`src/rtl/imm_pkg.sv`:
```
// Shared selector encodings and defaults for the immediate generator stage.
// The optional CSR zimm leg is controlled by IMM_GEN_ZIMM_EN in imm_extract.
package imm_pkg;

    localparam int XLEN_DEF = 32;

    localparam logic [2:0] IMM_I     = 3'b000;
    localparam logic [2:0] IMM_S     = 3'b001;
    localparam logic [2:0] IMM_U     = 3'b010;
    localparam logic [2:0] IMM_B     = 3'b011;
    localparam logic [2:0] IMM_J     = 3'b100;
    localparam logic [2:0] IMM_SHAMT = 3'b101;
    localparam logic [2:0] IMM_ZIMM  = 3'b110;
    localparam logic [2:0] IMM_NONE  = 3'b111;

    // Occupancy of the skid buffer, encoded as {main_valid, skid_valid}.
    typedef enum logic [1:0] {
        BUF_EMPTY = 2'b00,
        BUF_BAD   = 2'b01,
        BUF_ONE   = 2'b10,
        BUF_FULL  = 2'b11
    } buf_state_e;

endpackage

```
`src/rtl/imm_extract.sv`:
```
// Combinational RISC-V immediate decode and extension to XLEN bits.
// IMM_GEN_ZIMM_EN enables the CSR zimm selector; otherwise it reports a format error.
module imm_extract
    import imm_pkg::*;
#(
    parameter int XLEN  = XLEN_DEF,
    parameter int SEL_W = 3
) (
    input  logic [31:0]      inst_i,
    input  logic [SEL_W-1:0] sel_i,
    output logic [XLEN-1:0]  imm_o,
    output logic             fmt_err_o
);

    logic signed [11:0] i_imm;
    logic signed [11:0] s_imm;
    logic signed [31:0] u_imm;
    logic signed [12:0] b_imm;
    logic signed [20:0] j_imm;
    logic        [5:0]  shamt;
    logic               unused_opcode;

    assign i_imm = inst_i[31:20];
    assign s_imm = {inst_i[31:25], inst_i[11:7]};
    assign u_imm = {inst_i[31:12], 12'b0};
    assign b_imm = {inst_i[31], inst_i[7], inst_i[30:25], inst_i[11:8], 1'b0};
    assign j_imm = {inst_i[31], inst_i[19:12], inst_i[20], inst_i[30:21], 1'b0};
    // RV64 shifts use a 6-bit shamt; RV32 keeps bit 25 out of the result.
    assign shamt = (XLEN == 64) ? inst_i[25:20] : {1'b0, inst_i[24:20]};
    assign unused_opcode = ^inst_i[6:0];

    always_comb begin
        imm_o     = '0;
        fmt_err_o = 1'b0;
        case (sel_i)
            IMM_I:     imm_o = XLEN'(i_imm);
            IMM_S:     imm_o = XLEN'(s_imm);
            IMM_U:     imm_o = XLEN'(u_imm);
            IMM_B:     imm_o = XLEN'(b_imm);
            IMM_J:     imm_o = XLEN'(j_imm);
            IMM_SHAMT: imm_o = XLEN'(shamt);
`ifdef IMM_GEN_ZIMM_EN
            IMM_ZIMM:  imm_o = XLEN'(inst_i[19:15]);
`endif
            default:   fmt_err_o = 1'b1;
        endcase
    end

endmodule

```
`src/rtl/imm_gen_stage.sv`:
```
// Immediate picker registered through a 2-entry valid/ready skid buffer with flush.
// Build option IMM_GEN_ZIMM_EN (see imm_extract) enables the CSR zimm selector.
module imm_gen_stage
    import imm_pkg::*;
#(
    parameter int XLEN  = XLEN_DEF,
    parameter int TAG_W = 8,
    parameter int SEL_W = 3
) (
    input  logic             CLK,
    input  logic             RESET,
    input  logic             FLUSH,
    input  logic             IN_VALID,
    output logic             IN_READY,
    input  logic [31:0]      INSTRUCTION,
    input  logic [SEL_W-1:0] IMM_PICK,
    input  logic [TAG_W-1:0] IN_TAG,
    output logic             OUT_VALID,
    input  logic             OUT_READY,
    output logic [XLEN-1:0]  IMMEDIATE,
    output logic [TAG_W-1:0] OUT_TAG,
    output logic             OUT_FMT_ERR
);

    // Handshake: a side transfers on a cycle where its valid and ready are both 1.
    // IN_READY is a flop (!skid_valid) so it never follows OUT_READY combinationally.

    logic [XLEN-1:0]  ext_imm;
    logic             ext_err;

    logic             main_valid_q, main_valid_d;
    logic             skid_valid_q, skid_valid_d;
    logic [XLEN-1:0]  main_imm_q, main_imm_d;
    logic [XLEN-1:0]  skid_imm_q, skid_imm_d;
    logic [TAG_W-1:0] main_tag_q, main_tag_d;
    logic [TAG_W-1:0] skid_tag_q, skid_tag_d;
    logic             main_err_q, main_err_d;
    logic             skid_err_q, skid_err_d;
    logic             in_fire;
    logic             out_fire;
    buf_state_e       buf_state;

    imm_extract #(
        .XLEN  (XLEN),
        .SEL_W (SEL_W)
    ) u_extract (
        .inst_i    (INSTRUCTION),
        .sel_i     (IMM_PICK),
        .imm_o     (ext_imm),
        .fmt_err_o (ext_err)
    );

    assign in_fire   = IN_VALID && !skid_valid_q;
    assign out_fire  = main_valid_q && OUT_READY;
    assign buf_state = buf_state_e'({main_valid_q, skid_valid_q});

    always_comb begin
        main_valid_d = main_valid_q;
        skid_valid_d = skid_valid_q;
        main_imm_d   = main_imm_q;
        main_tag_d   = main_tag_q;
        main_err_d   = main_err_q;
        skid_imm_d   = skid_imm_q;
        skid_tag_d   = skid_tag_q;
        skid_err_d   = skid_err_q;
        if (FLUSH) begin
            main_valid_d = 1'b0;
            skid_valid_d = 1'b0;
        end else if (main_valid_q && !out_fire) begin
            if (in_fire) begin
                skid_valid_d = 1'b1;
                skid_imm_d   = ext_imm;
                skid_tag_d   = IN_TAG;
                skid_err_d   = ext_err;
            end
        end else if (skid_valid_q) begin
            // Skid full implies IN_READY was low, so no input competes for main.
            main_valid_d = 1'b1;
            main_imm_d   = skid_imm_q;
            main_tag_d   = skid_tag_q;
            main_err_d   = skid_err_q;
            skid_valid_d = 1'b0;
        end else if (in_fire) begin
            main_valid_d = 1'b1;
            main_imm_d   = ext_imm;
            main_tag_d   = IN_TAG;
            main_err_d   = ext_err;
        end else begin
            main_valid_d = 1'b0;
        end
    end

    always_ff @(posedge CLK) begin
        if (RESET) begin
            main_valid_q <= 1'b0;
            skid_valid_q <= 1'b0;
            main_imm_q   <= '0;
            main_tag_q   <= '0;
            main_err_q   <= 1'b0;
            skid_imm_q   <= '0;
            skid_tag_q   <= '0;
            skid_err_q   <= 1'b0;
        end else begin
            main_valid_q <= main_valid_d;
            skid_valid_q <= skid_valid_d;
            main_imm_q   <= main_imm_d;
            main_tag_q   <= main_tag_d;
            main_err_q   <= main_err_d;
            skid_imm_q   <= skid_imm_d;
            skid_tag_q   <= skid_tag_d;
            skid_err_q   <= skid_err_d;
        end
    end

    assign IN_READY    = !skid_valid_q;
    assign OUT_VALID   = main_valid_q;
    assign IMMEDIATE   = main_imm_q;
    assign OUT_TAG     = main_tag_q;
    assign OUT_FMT_ERR = main_err_q;

    a_out_hold: assert property (@(posedge CLK) disable iff (RESET)
        (OUT_VALID && !OUT_READY && !FLUSH) |=>
        (OUT_VALID && $stable(IMMEDIATE) && $stable(OUT_TAG) && $stable(OUT_FMT_ERR)));

    a_no_skid_only: assert property (@(posedge CLK) disable iff (RESET)
        buf_state != BUF_BAD);

endmodule

```
`config.mk`:
```
export PLATFORM = sky130hd
export DESIGN_NAME = imm_gen_stage
export DESIGN_NICKNAME = d
export VERILOG_FILES = /design/src/rtl/imm_pkg.sv /design/src/rtl/imm_extract.sv /design/src/rtl/imm_gen_stage.sv
export SDC_FILE = /design/constraint.sdc
export NUM_CORES = 1
export LEC_CHECK = 0
export ABC_AREA = 1
export BUFFER_PORTS_ARGS = -buffer_cell sky130_fd_sc_hd__buf_2
export CORE_MARGIN = 2
export CORE_UTILIZATION = 40
export DETAILED_ROUTE_END_ITERATION = 16
export GPL_TIMING_DRIVEN = 0
export PLACE_DENSITY_LB_ADDON = 0.1
export SLEW_MARGIN = 30
export SYNTH_ARGS = -nofsm -noshare
export SYNTH_HDL_FRONTEND = slang
export SYNTH_HIERARCHICAL = 1
export SYNTH_SLANG_ARGS = --single-unit
export TNS_END_PERCENT = 30
```
`constraint.sdc`:
```
create_clock -name CLK -period 3.05 [get_ports CLK]
set_input_delay 0.61 -clock CLK [delete_from_list [all_inputs] [get_ports CLK]]
set_output_delay 0.61 -clock CLK [all_outputs]
set_load 0.005 [all_outputs]
```
==> impl_metrics.json <==
{
  "worst_pin_slew_ps": 537,
  "path_max_fanout": 10,
  "pre_cts_ws_ps": 1180,
  "status": "finished clean",
  "vias_per_cell": 4.54,
  "final_common_cell": "nand2_1",
  "vdd_ir_drop_max_mv": 0.194,
  "die_x_um": 108,
  "grt_max_degree": 15,
  "drive_above_1_share": 0.179,
  "grt_overflow_total": 0,
  "timing.rr.start": "OUT_VALID$_SDFFE_PP0N_",
  "numCtsBuffers": 9,
  "placed_cell_area_um2": 4910,
  "drt_iter0_markers": 233,
  "core_um2": 10400,
  "relSlewSlack": 0.642,
  "avgSynthCellArea_um2": 6.08,
  "finalCritPeriodShare": 0.549,
  "setup_violations": 0,
  "drv_cap": 0,
  "worstHoldStart": "skid_tag_q[5]$_SDFFE_PP0P_",
  "antenna_left": 0,
  "antenna_found_initial": 0,
  "worstSetupStartpointType": "register",
  "num_vias": 4291,
  "wirelength_mm": 11.2,
  "post-route-cell-area_um2": 5110,
  "wire_per_inst_um": 11.9,
  "grt_setup_unrepaired": "no",
  "num_rows": 37,
  "synth_cell_types": 20,
  "cp.buffers_inverters": 3,
  "io_pins": 91,
  "cpMaxStageDelayCell": "dfxtp_1",
  "cts_buffer_depth": 2,
  "syn-num-nets": 759,
  "route.detailed.drc": 0,
  "critical_path_class": "reg2out",
  "grt_pass1_wl_mm": 18.6,
  "hold_path_class": "reg2reg",
  "ys_ff_latch": 84,
  "power_density_nw_per_um2": 461,
  "start_util": 0.415,
  "startpoint": "skid_valid_q$_SDFFE_PP0P_",
  "path_delay_family": "buffers and inverters",
  "fin_ws_ps": 1370,
  "postCtsHoldBufs": 0,
  "die_height_um": 108,
  "crit_chain": "buf_4 > inv_4 > buf_2",
  "cts_tree": "yes",
  "multiInputGateArea_um2": 2030,
  "fin_tns_setup_ps": 0,
  "ys_warn_count": 6,
  "max_stage_delay_ps": 340,
  "cts_setup_buffers": 0,
  "routabilityCongestion": 0.847,
  "hold_viol": 0,
  "clock-sinks": 84,
  "dpl.hpwl_mm": 8.39,
  "clkTransAtPathRegs_ps": 90,
  "cp.arrival_ps": 1070,
  "area_delta_synth_final_pct": 18.2,
  "register_area_um2": 1680,
  "clockRootBuffer": "clkbuf_8",
  "grt_pass1_vias": 3914,
  "fin_skew_ps": 4.78,
  "p_total_mw": 2.36,
  "cp-end-kind": "primary output",
  "netlist_area_um2": 4320,
  "gr-usage-all-layers": 0.201,
  "fin_crit_ps": 1680,
  "fmax_mhz": 597,
  "cts.repair.resized": 0,
  "yosysSeqAreaShare": 0.389,
  "fillers": 1177,
  "htreeDepth": 3,
  "firstDrtPassIters": 5,
  "critPathRequiredTime_ps": 2440,
  "io_buffers": 83,
  "fin_nets": 853,
  "antenna_cells": 0,
  "die_area_um2": 11700,
  "layout_common_cells": "nand2_1 (193), nor2_1 (173), inv_1 (100)",
  "slew_viol_final": 0,
  "p_leak_nw": 2.65,
  "insertion_delay_ps": 360,
  "syn_inst": 711
}
## state kept, by name, indices dropped and copies added, names as in the netlist
signal and count:
skid_tag_q 8, skid_imm_q 32, OUT_TAG 8, IMMEDIATE 32, OUT_FMT_ERR 1, skid_err_q 1, skid_valid_q 1, OUT_VALID 1
## metal layers
layer / up-vias / wire length, µm / global-route usage
met1: 1858 / 5480 / 0.265
met3: 17 / 548 / 0.0344
met2: 109 / 5010 / 0.334
li1: 2307 / - / -
met4: 0 / 199 / 0.0687
met5: - / 0 / 0
## final cells by class
class | count | area share
multi-input cells | 483 | 0.397
flip-flops and latches | 84 | 0.329
repair buffers | 83 | 0.0813
inverters | 105 | 0.0776
plain buffers | 39 | 0.0424
well taps | 136 | 0.0333
clock buffers | 11 | 0.0277
clock inverters | 5 | 0.0120
## final timing paths
path / end / slack [ps] / cells after the start
setup / recovery: IN_READY / 1370 / 3
hold / removal: skid_tag_q[5]$_SDFFE_PP0P_ / 480 / 2
setup reg to reg: skid_imm_q[22]$_SDFFE_PP0P_ / 1570 / 6
hold reg to reg: skid_tag_q[5]$_SDFFE_PP0P_ / 480 / 2
## logic make-up after synthesis
family / Yosys count / synth area share
buffers and inverters: 144 / 0.142
flip-flops: 84 / 0.389
AND/OR/NAND/NOR: 424 / 0.391
AO/OA/AOI/OAI: 59 / 0.0776
## where the power goes
part	switching [mW]	internal (mW)
clock	0.426	0.403
sequential	0.0208	1.14
combinational	0.225	0.137
total	0.673	1.68
## synthesized netlist by cell type, drive strengths merged
| master | count | area, µm² |
|---|---|---|
| o21ai | 58 | 328 |
| dfxtp | 84 | 1680 |
| buf | 29 | 179 |
| inv | 105 | 397 |
| clkbuf | 10 | 37.5 |
| a21boi | 1 | 7.51 |
| nand3 | 50 | 263 |
| nor2 | 175 | 662 |
| nand2 | 199 | 767 |
## tightest hold or removal path, stage by stage (launching register included)
cell and delay (ps):
dfxtp_1 320, nor2_1 90, nor2_1 40
## stage by stage
step | util | hold slack, ps | instances
finish | 0.491 | 485 | 946
floorplan | - | 455 | 711
global route | 0.491 | 508 | 946
global placement | 0.471 | 462 | 930
CTS | 0.491 | 488 | 946
detailed placement | 0.471 | 472 | 930
(Power assumes the default switching activity.)
